**src/rtl/render_pkg.sv**
```systemverilog
// Shared types and default register map for the render command path.
package render_pkg;

    localparam int CMD_TEX_W = 7;
    localparam int CMD_X_W   = 9;
    localparam int CMD_Y_W   = 8;

    localparam logic [3:0] RENDER_ADDR_STAT = 4'd0;
    localparam logic [3:0] RENDER_ADDR_X    = 4'd1;
    localparam logic [3:0] RENDER_ADDR_Y    = 4'd2;
    localparam logic [3:0] RENDER_ADDR_TEX  = 4'd4;
    localparam logic [3:0] RENDER_ADDR_PLOT = 4'd6;

    typedef struct packed {
        logic                 fill;
        logic [CMD_TEX_W-1:0] tex;
        logic [CMD_X_W-1:0]   x;
        logic [CMD_Y_W-1:0]   y;
    } render_cmd_t;

    typedef enum logic [2:0] {
        S_IDLE,
        S_LOAD,
        S_W_TEX,
        S_W_X,
        S_W_Y,
        S_W_PLOT,
        S_POLL,
        S_FIN
    } seq_state_e;

endpackage

```
**src/rtl/render_cmd_fifo.sv**
```systemverilog
// Synchronous first-word-fall-through FIFO; a full FIFO rejects pushes even when popping.
module render_cmd_fifo #(
    parameter int DEPTH = 8,
    parameter int W     = 8
) (
    input  logic                   clk,
    input  logic                   rst,
    input  logic                   push,
    input  logic                   pop,
    input  logic [W-1:0]           din,
    output logic [W-1:0]           dout,
    output logic                   full,
    output logic                   empty,
    output logic [$clog2(DEPTH):0] count
);

    localparam int AW = $clog2(DEPTH);
    localparam logic [AW:0] FULL_CNT = (AW+1)'(DEPTH);

    logic [W-1:0]  mem [DEPTH];
    logic [AW-1:0] wr_ptr;
    logic [AW-1:0] rd_ptr;
    logic          do_push;
    logic          do_pop;

    assign full    = (count == FULL_CNT);
    assign empty   = (count == '0);
    assign do_push = push && !full;
    assign do_pop  = pop && !empty;
    assign dout    = mem[rd_ptr];

    always_ff @(posedge clk) begin
        if (do_push) mem[wr_ptr] <= din;
    end

    always_ff @(posedge clk) begin
        if (rst) begin
            wr_ptr <= '0;
            rd_ptr <= '0;
            count  <= '0;
        end else begin
            if (do_push) wr_ptr <= wr_ptr + 1'b1;
            if (do_pop)  rd_ptr <= rd_ptr + 1'b1;
            case ({do_push, do_pop})
                2'b10:   count <= count + 1'b1;
                2'b01:   count <= count - 1'b1;
                default: count <= count;
            endcase
        end
    end

endmodule

```
**src/rtl/render_cmd_sequencer.sv**
```systemverilog
// Avalon-MM master draining queued sprite/fill commands into the render slave,
// skipping register writes whose cached value already matches.
//
// state    | meaning
// IDLE     | wait for a queued command, pop it into cur
// LOAD     | pick the first register write the command needs
// W_TEX    | write texture register
// W_X      | write x register (sprites only)
// W_Y      | write y register (sprites only)
// W_PLOT   | write plot trigger, never skipped
// POLL     | read status until renderer not busy or poll limit hit
// FIN      | count the completed command
module render_cmd_sequencer
    import render_pkg::*;
#(
    parameter int         DEPTH      = 8,
    parameter int         X_W        = CMD_X_W,
    parameter int         Y_W        = CMD_Y_W,
    parameter int         TEX_W      = CMD_TEX_W,
    parameter logic [3:0] ADDR_X     = RENDER_ADDR_X,
    parameter logic [3:0] ADDR_Y     = RENDER_ADDR_Y,
    parameter logic [3:0] ADDR_TEX   = RENDER_ADDR_TEX,
    parameter logic [3:0] ADDR_PLOT  = RENDER_ADDR_PLOT,
    parameter logic [3:0] ADDR_STAT  = RENDER_ADDR_STAT,
    parameter int         POLL_DONE  = 1,
    parameter int         BUSY_BIT   = 0,
    parameter int         POLL_LIMIT = 1023
) (
    input  logic                   clk,
    input  logic                   rst,
    input  logic                   cmd_valid,
    output logic                   cmd_ready,
    input  logic                   cmd_fill,
    input  logic [TEX_W-1:0]       cmd_tex,
    input  logic [X_W-1:0]         cmd_x,
    input  logic [Y_W-1:0]         cmd_y,
    output logic [3:0]             m_address,
    output logic                   m_write,
    output logic [31:0]            m_writedata,
    output logic                   m_read,
    input  logic [31:0]            m_readdata,
    input  logic                   m_waitrequest,
    output logic                   busy,
    output logic [$clog2(DEPTH):0] fifo_count,
    output logic [15:0]            done_count,
    output logic                   timeout_err
);

    localparam int CMD_W = $bits(render_cmd_t);
    localparam int PC_W  = $clog2(POLL_LIMIT + 1);

    seq_state_e        state;
    seq_state_e        after_load, after_tex, after_x, wr_next;
    render_cmd_t       push_cmd, fifo_head, cur;
    logic              fifo_full, fifo_empty, fifo_pop;
    logic [TEX_W-1:0]  cur_tex, sh_tex;
    logic [X_W-1:0]    cur_x, sh_x;
    logic [Y_W-1:0]    cur_y, sh_y;
    logic              sh_tex_v, sh_x_v, sh_y_v;
    logic              need_tex, need_x, need_y;
    logic [3:0]        wr_addr;
    logic [31:0]       wr_data;
    logic [PC_W-1:0]   poll_cnt;
    logic              unused_readdata;

    assign push_cmd = '{fill: cmd_fill, tex: CMD_TEX_W'(cmd_tex),
                        x: CMD_X_W'(cmd_x), y: CMD_Y_W'(cmd_y)};
    assign fifo_pop  = (state == S_IDLE) && !fifo_empty;
    assign cmd_ready = !fifo_full;
    assign busy      = (state != S_IDLE) || !fifo_empty;
    assign unused_readdata = ^m_readdata;

    render_cmd_fifo #(.DEPTH(DEPTH), .W(CMD_W)) u_fifo (
        .clk   (clk),
        .rst   (rst),
        .push  (cmd_valid),
        .pop   (fifo_pop),
        .din   (push_cmd),
        .dout  (fifo_head),
        .full  (fifo_full),
        .empty (fifo_empty),
        .count (fifo_count)
    );

    assign cur_tex  = TEX_W'(cur.tex);
    assign cur_x    = X_W'(cur.x);
    assign cur_y    = Y_W'(cur.y);
    assign need_tex = !sh_tex_v || (sh_tex != cur_tex);
    assign need_x   = !cur.fill && (!sh_x_v || (sh_x != cur_x));
    assign need_y   = !cur.fill && (!sh_y_v || (sh_y != cur_y));

    assign after_x    = need_y   ? S_W_Y   : S_W_PLOT;
    assign after_tex  = need_x   ? S_W_X   : after_x;
    assign after_load = need_tex ? S_W_TEX : after_tex;

    // Next write target and its bus values, so consecutive writes need no gap cycle.
    always_comb begin
        wr_next = S_W_PLOT;
        case (state)
            S_LOAD:  wr_next = after_load;
            S_W_TEX: wr_next = after_tex;
            S_W_X:   wr_next = after_x;
            default: wr_next = S_W_PLOT;
        endcase
        wr_addr = ADDR_PLOT;
        wr_data = '0;
        case (wr_next)
            S_W_TEX: begin wr_addr = ADDR_TEX; wr_data = 32'(cur_tex); end
            S_W_X:   begin wr_addr = ADDR_X;   wr_data = 32'(cur_x);   end
            S_W_Y:   begin wr_addr = ADDR_Y;   wr_data = 32'(cur_y);   end
            default: begin wr_addr = ADDR_PLOT; wr_data = '0;          end
        endcase
    end

    always_ff @(posedge clk) begin
        if (rst) begin
            state       <= S_IDLE;
            cur         <= '0;
            m_write     <= 1'b0;
            m_read      <= 1'b0;
            m_address   <= '0;
            m_writedata <= '0;
            sh_tex      <= '0;
            sh_x        <= '0;
            sh_y        <= '0;
            sh_tex_v    <= 1'b0;
            sh_x_v      <= 1'b0;
            sh_y_v      <= 1'b0;
            poll_cnt    <= '0;
            done_count  <= '0;
            timeout_err <= 1'b0;
        end else begin
            case (state)
                S_IDLE: begin
                    if (!fifo_empty) begin
                        cur   <= fifo_head;
                        state <= S_LOAD;
                    end
                end
                S_LOAD: begin
                    state       <= wr_next;
                    m_write     <= 1'b1;
                    m_address   <= wr_addr;
                    m_writedata <= wr_data;
                end
                S_W_TEX, S_W_X, S_W_Y: begin
                    if (!m_waitrequest) begin
                        if (state == S_W_TEX) begin sh_tex <= cur_tex; sh_tex_v <= 1'b1; end
                        if (state == S_W_X)   begin sh_x   <= cur_x;   sh_x_v   <= 1'b1; end
                        if (state == S_W_Y)   begin sh_y   <= cur_y;   sh_y_v   <= 1'b1; end
                        state       <= wr_next;
                        m_address   <= wr_addr;
                        m_writedata <= wr_data;
                    end
                end
                S_W_PLOT: begin
                    if (!m_waitrequest) begin
                        m_write <= 1'b0;
                        if (POLL_DONE != 0) begin
                            state     <= S_POLL;
                            m_read    <= 1'b1;
                            m_address <= ADDR_STAT;
                            poll_cnt  <= '0;
                        end else begin
                            state <= S_FIN;
                        end
                    end
                end
                S_POLL: begin
                    if (!m_waitrequest) begin
                        if (!m_readdata[BUSY_BIT]) begin
                            m_read <= 1'b0;
                            state  <= S_FIN;
                        end else if (poll_cnt == PC_W'(POLL_LIMIT - 1)) begin
                            // Renderer state is unknown after a timeout, so force full rewrites.
                            m_read      <= 1'b0;
                            timeout_err <= 1'b1;
                            sh_tex_v    <= 1'b0;
                            sh_x_v      <= 1'b0;
                            sh_y_v      <= 1'b0;
                            state       <= S_FIN;
                        end else begin
                            poll_cnt <= poll_cnt + 1'b1;
                        end
                    end
                end
                S_FIN: begin
                    done_count <= done_count + 1'b1;
                    state      <= S_IDLE;
                end
                default: state <= S_IDLE;
            endcase
        end
    end

endmodule

```
**config.mk**
```make
export PLATFORM = sky130hd
export DESIGN_NAME = render_cmd_sequencer
export DESIGN_NICKNAME = d
export VERILOG_FILES = /design/src/rtl/render_pkg.sv /design/src/rtl/render_cmd_fifo.sv /design/src/rtl/render_cmd_sequencer.sv
export SDC_FILE = /design/constraint.sdc
export NUM_CORES = 1
export LEC_CHECK = 0
export ABC_AREA = 0
export CAP_MARGIN = 20
export CORE_UTILIZATION = 30
export DETAILED_ROUTE_END_ITERATION = 8
export PLACE_DENSITY = 0.5
export SYNTH_ARGS = -nofsm -noshare
export SYNTH_HDL_FRONTEND = slang
export SYNTH_HIERARCHICAL = 1
export SYNTH_SLANG_ARGS = --single-unit
```
**constraint.sdc**
```tcl
create_clock -name clk -period 6.3 [get_ports clk]
set_input_delay 0.945 -clock clk [delete_from_list [all_inputs] [get_ports clk]]
set_output_delay 0.945 -clock clk [all_outputs]
set_load 0.01 [all_outputs]
```
Word-level counts from Yosys, hierarchy flattened
Memory sizes are Yosys's and may differ from the RTL's. A register that Yosys moved wholly into a read port is not among the register bits.
Cells that the tools add are included.

operators by class
  $add $sub $neg = 6
  multiplexer cells = 44
  equality and inequality tests = 28
  bitwise operators = 2
  reductions and logical operators = 39

operators by type and width
  kind                                                                    number
  32-bit case mux with 2 select lines                                     1
  10-bit two-way mux                                                      4
  32-bit two-way mux                                                      1
  9-bit case mux with 3 select lines                                      1
  3-bit two-way mux                                                       8
  2-bit != test (second input constant)                                   10
  10-bit case mux with 2 select lines                                     1
  3-bit case mux with 3 select lines                                      2
  3-bit case mux with 6 select lines                                      1
  6-bit AND reduction                                                     3
  16-bit by 1-bit adder with 16-bit output (second input constant)        1
  1-bit two-way mux                                                       16
  3-bit equality test (second input constant)                             5
  3-bit by 2-bit equality test with 1-bit output (second input constant)  4
  4-bit case mux with 3 select lines                                      1
  3-bit AND reduction                                                     4
  10-bit by 1-bit adder with 10-bit output (second input constant)        1
  10-bit equality test (second input constant)                            1
  1-bit case mux with 2 select lines                                      5
  5-bit AND reduction                                                     2
  2-bit nonzero test                                                      5
  9-bit != test                                                           1
  4-bit two-way mux                                                       2
  8-bit != test                                                           1
  other kinds (20)                                                        38

storage, ports and cells
  memories kept = 1
  bits in registers = 105
  output and inout port bits = 61
  RAM bits = 200
  input bits = 61
  word-level logic and storage cells = 137

memories
  memory      words  width  read ports  clocked after Yosys merged registers in  wr ports  line                   text
  u_fifo.mem  8      25     1           1                                        1         render_cmd_fifo.sv:20  logic [W-1:0] mem [DEPTH];

Longest topological paths before layout
  word-level depth = 11
  depth in mapped cells = 14
  depth with buffers taken out = 11

Modules after synthesis
The synthesis kept the hierarchy.

modules (own cells, without submodules)
  module                area an instance (um^2)  sequential area each (um^2)  cells each  instances
  render_cmd_fifo       8356.8                   6266.0                       364         1
  render_cmd_sequencer  4544.4                   1921.8                       555         1

Worst setup path before layout
OpenSTA, ideal clock, no wires.

  path kind = input -> register
  from = input cmd_valid
  to = memory u_fifo/mem[0][0] (netlist bit) (enable)
  setup slack = 2.758 ns
  stages = 3
  data required time = 5.862 ns
  arrival time = 3.104 ns
  setup time = 0.438 ns
  path buffers = 0
  cell sequence = nand2_1 > or2_2 > nor3_1

between the ends
  longest elaborated chain between the ends = 3

ends and longest elaborated chain
  item                                     line                        text
  from (decl)                              render_cmd_sequencer.sv:31  input logic cmd_valid,
  1-bit logical AND                        render_cmd_fifo.sv:28       assign do_push = push && !full;
  1-bit two-way mux                        render_cmd_fifo.sv:33       if (do_push) mem[wr_ptr] <= din;
  1-bit two-way mux (implied by the code)  render_cmd_fifo.sv:33
  to (decl)                                render_cmd_fifo.sv:20

Every way passes these cells.

Worst setup path in the final report
  from = register u_fifo.count[0]
  to = register u_fifo.count[3]

between the ends
  longest elaborated chain between the ends = 6
  elaborated cells between the ends (all ways) = 13
  classes of those cells = 2 x add/sub; 3 x eq/ne; 1 x mux; 7 x reduce/logical

ends and longest elaborated chain
  item                                                                                          line                                               text
  from (decl)                                                                                   render_cmd_fifo.sv:14                              output logic [$clog2(DEPTH):0] count
  from (signal assigned)                                                                        render_cmd_fifo.sv:45                              2'b10: count <= count + 1'b1;
  from (signal assigned)                                                                        render_cmd_fifo.sv:46                              2'b01: count <= count - 1'b1;
  from (signal assigned)                                                                        render_cmd_fifo.sv:47                              default: count <= count;
  4-bit zero test (*)                                                                           render_cmd_fifo.sv:27                              assign empty = (count == '0);
  named net fifo_empty                                                                          render_cmd_sequencer.sv:55                         logic fifo_full, fifo_empty, fifo_pop;
  1-bit zero test (*)                                                                           render_cmd_fifo.sv:29, render_cmd_sequencer.sv:68
  1-bit logical AND                                                                             render_cmd_sequencer.sv:68                         assign fifo_pop = (state == S_IDLE) && !fifo_empty;
  1-bit logical AND (*)                                                                         render_cmd_fifo.sv:29                              assign do_pop = pop && !empty;
  named net u_fifo.do_pop                                                                       render_cmd_fifo.sv:24                              logic do_pop;
  2-bit by 1-bit equality test with 1-bit output / 2-bit equality test (equally long branches)  render_cmd_fifo.sv:44                              case ({do_push, do_pop})
  4-bit case mux with 2 select lines / 2-bit nonzero test (equally long branches)               --

Mark *: on every way through the listed nets, which the timed path passes. The rest lies on a longest branch.
A chain may end at the register's enable or synchronous reset.

==> results_dict.tcl <==
set metrics [dict create \
    worstHoldStart "m_writedata[8]$_SDFFE_PP0P_" \
    grt_overflow 0 \
    synthFlopType "edfxtp_1" \
    vias 7340 \
    cts_max_level 2 \
    grt_pass1_vias 7258 \
    rsz0062_at_grt "false" \
    synth_cell_types 60 \
    vdd_drop_max_mv 0.181 \
    routed_wl_um 27000 \
    hold_buffers 0 \
    dieArea_sq_mm 0.0438 \
    firstDrtPassIters 4 \
    clock_sinks 309 \
    post_cts_buffers 0 \
    ys_seq_area_share_pct 63.5 \
    antennaDiodeCount 0 \
    clk_path_buf_depth 3 \
    gp_congestion 0.780 \
    synth_top_family_by_area "multiplexers" \
    syn_inst 919 \
    finalNetCount 1058 \
    finalMaxSlewViolations 0 \
    end_kind "register" \
    setup_tns_ps 0 \
    worstPathArrival_ps 4100 \
    grt_use_total_pct 12.4 \
    cp_cell_sequence "nor4_1 -> nand2b_1 -> clkinv_1 -> o41a_1 -> ha_1 -> or3_1 -> o32ai_1 -> mux2_2" \
    cts_root_buf "clkbuf_16" \
    skew_ps 18.1 \
    final_cell_mix "edfxtp_1, nand2_1, dfxtp_1" \
    critPathMaxStageDelay_ps 820 \
    min_period_over_period_pct 58.7 \
    fin_crit_ps 3700 \
    cts_tree "yes" \
    synth_warnings 6 \
    mostFrequentLayoutCell "edfxtp_1" \
    synth_largest_area_cell "edfxtp_1" \
    power_density_mw_per_mm2 393 \
    clk_pin_slew_worst_paths_ps 60 \
    die_h_um 209 \
    synth_edf_count 200 \
    rrSetupSlack_ps 2600 \
    regToRegStartpoint "u_fifo/count[0]$_SDFFE_PP0P_" \
    yosys.area_share.adder_pct 0.776 \
    drtAntennaViolNets 0 \
    grt_max_degree 59 \
    synth-compound-area-share_pct 5.78 \
    synth_area_leaders "edfxtp_1, dfxtp_1, mux4_1" \
    fp.dieW_um 209 \
    drv_cap 0 \
    routedWlPerCell_um 17.4 \
    worst-endpoint-required_ps 6700 \
    core_sq_mm 0.0421 \
    power_leakage_nw 4.96 \
    worstReg2RegEnd "u_fifo/count[3]$_SDFFE_PP0P_" \
    tightest_slew_ps 1100 \
    cts_buffers 35 \
    synth.avg_cell_area_sq_um 14.0 \
    initial_core_util_pct 30.6 \
    drive_gt1_share_pct 11.5 \
    antenna_found_initial 2 \
    synth_async_sr_flop_share_pct 0 \
    clk_latency_ps 520 \
    drt_iter0_drc 510 \
    worstPathMaxFanout 26 \
    fill_cells 4048 \
    synth-seq-cells 309 \
    worst_r2r_path_depth 8 \
    synthMuxAreaShare_pct 13.3 \
    drc 0 \
    crit_type "reg -> reg" \
    setup_viol 0 \
    hold_violations 0 \
    crit_buf_inv 1 \
    worstSetupEndpoint "u_fifo/count[3]$_SDFFE_PP0P_" \
    fin_ws_ps 2600 \
    worst-path-stages 8 \
    area_growth_pct 17.5 \
    worstSetupStartpointType "register" \
    cts_resized 0 \
    synth_xor_area_share_pct 3.05 \
    hp-class "reg -> reg" \
    crit_path_top_delay_cell "nand2b_1" \
    holdPathStages 2 \
    grt_first_pass_wirelength_um 42300 \
    total_power_w 0.00595 \
    outcome "finished, final reports clean" \
    rows 75 \
    synth_top_area_share_pct 46.6 \
    ios 122 \
    vias_per_cell 4.72 \
    dp_hpwl_um 16200 \
    fmax_ghz 0.270 \
    io_buffer_count 66 \
    relSlewSlack_pct 26.5 \
    synth-simple-area-share_pct 9.82 \
    netlist_area_sq_mm 0.0129 \
    startpoint "u_fifo/count[0]$_SDFFE_PP0P_" \
    pre_cts_slack_ps 2520 \
    path_delay_family "simple AND/OR/NAND/NOR gates" \
]
[Yosys cell counts (9+ instances only)]
cell,number
a21oi_1,73
xnor2_1,24
xor2_1,21
nand4_1,9
inv_1,10
clkbuf_1,24
o21ai_0,18
nor2_1,60
or3_1,12
mux4_1,50
nand3b_1,9
nand3_1,21
mux2i_1,10
buf_4,24
mux2_2,27
dfxtp_1,109
edfxtp_1,200
nand2_1,113
[registers in the layout, summed over array words and instances, names as in the netlist, named ones only]
signal	flops
cur	1
cur_tex	7
cur_x	9
cur_y	8
done_count	16
m_address	3
m_read	1
m_write	1
m_writedata	9
poll_cnt	10
sh_tex	7
sh_tex_v	1
sh_x	9
sh_x_v	1
sh_y	8
sh_y_v	1
state	3
timeout_err	1
u_fifo/count	4
u_fifo/mem	200
u_fifo/rd_ptr	3
u_fifo/wr_ptr	3
[stage by stage]
step / util [%] / area [sq um] / cells / hold WS [ps]
after detailed placement: 33.2 / 14000 / 1491 / 458
final: 36.0 / 15200 / 1554 / 462
after global routing: 36.0 / 15200 / 1554 / 479
after floorplan: - / 13000 / 942 / 429
after CTS: 36.0 / 15200 / 1554 / 464
after global placement: 33.2 / 14000 / 1491 / 447
[tightest hold or removal path: stages (launching register included)]
cell	delay, ps
dfxtp_1	310
nand2_1	50
a21oi_1	50
[where the power goes]
| part | switching, W | internal, W |
|---|---|---|
| Sequential | 0.000193 | 0.00234 |
| Clock | 0.000797 | 0.00125 |
| Combinational | 0.000763 | 0.000608 |
[metal layers]
layer | global-route usage, % | up-vias | part of all wire (%)
met2 | 20.1 | 136 | 47
met4 | 3.83 | 4 | 2.2
met1 | 16.7 | 3595 | 47
li1 | - | 3561 | -
met5 | 0 | - | 0.089
met3 | 2.45 | 44 | 3.8
[area by class of cell]
| class | instances | area [sq um] | area share, % |
|---|---|---|---|
| Tap cell | 539 | 674 | 4.45 |
| Clock buffer | 46 | 927 | 6.12 |
| Inverter | 11 | 41.3 | 0.272 |
| Multi-Input combinational cell | 553 | 4340 | 28.6 |
| Clock inverter | 17 | 228 | 1.50 |
| Sequential cell | 309 | 8190 | 54.0 |
| Timing Repair Buffer | 79 | 753 | 4.97 |
[logic make-up after synthesis]
group,count (synthesis)
DFF,309
and+or+nand+nor,267
AOI/OAI and AO/OA,122
muxes,87
buffers and inverters,80
xor gates and xnor gates,45
adders and majority gates,8
other,1
[how the worst min path moves through the flow]
| stage | end | slack, ps |
|---|---|---|
| floorplan | sh_x_v$_SDFFE_PP0P_ | 430 |
| global placement | m_writedata[8]$_SDFFE_PP0P_ | 450 |
| detailed placement | m_writedata[8]$_SDFFE_PP0P_ | 460 |
| CTS | m_writedata[8]$_SDFFE_PP0P_ | 460 |
| global route | m_writedata[8]$_SDFFE_PP0P_ | 480 |
| finish | m_writedata[8]$_SDFFE_PP0P_ | 460 |
No activity file was read; power rests on OpenSTA's default activity.
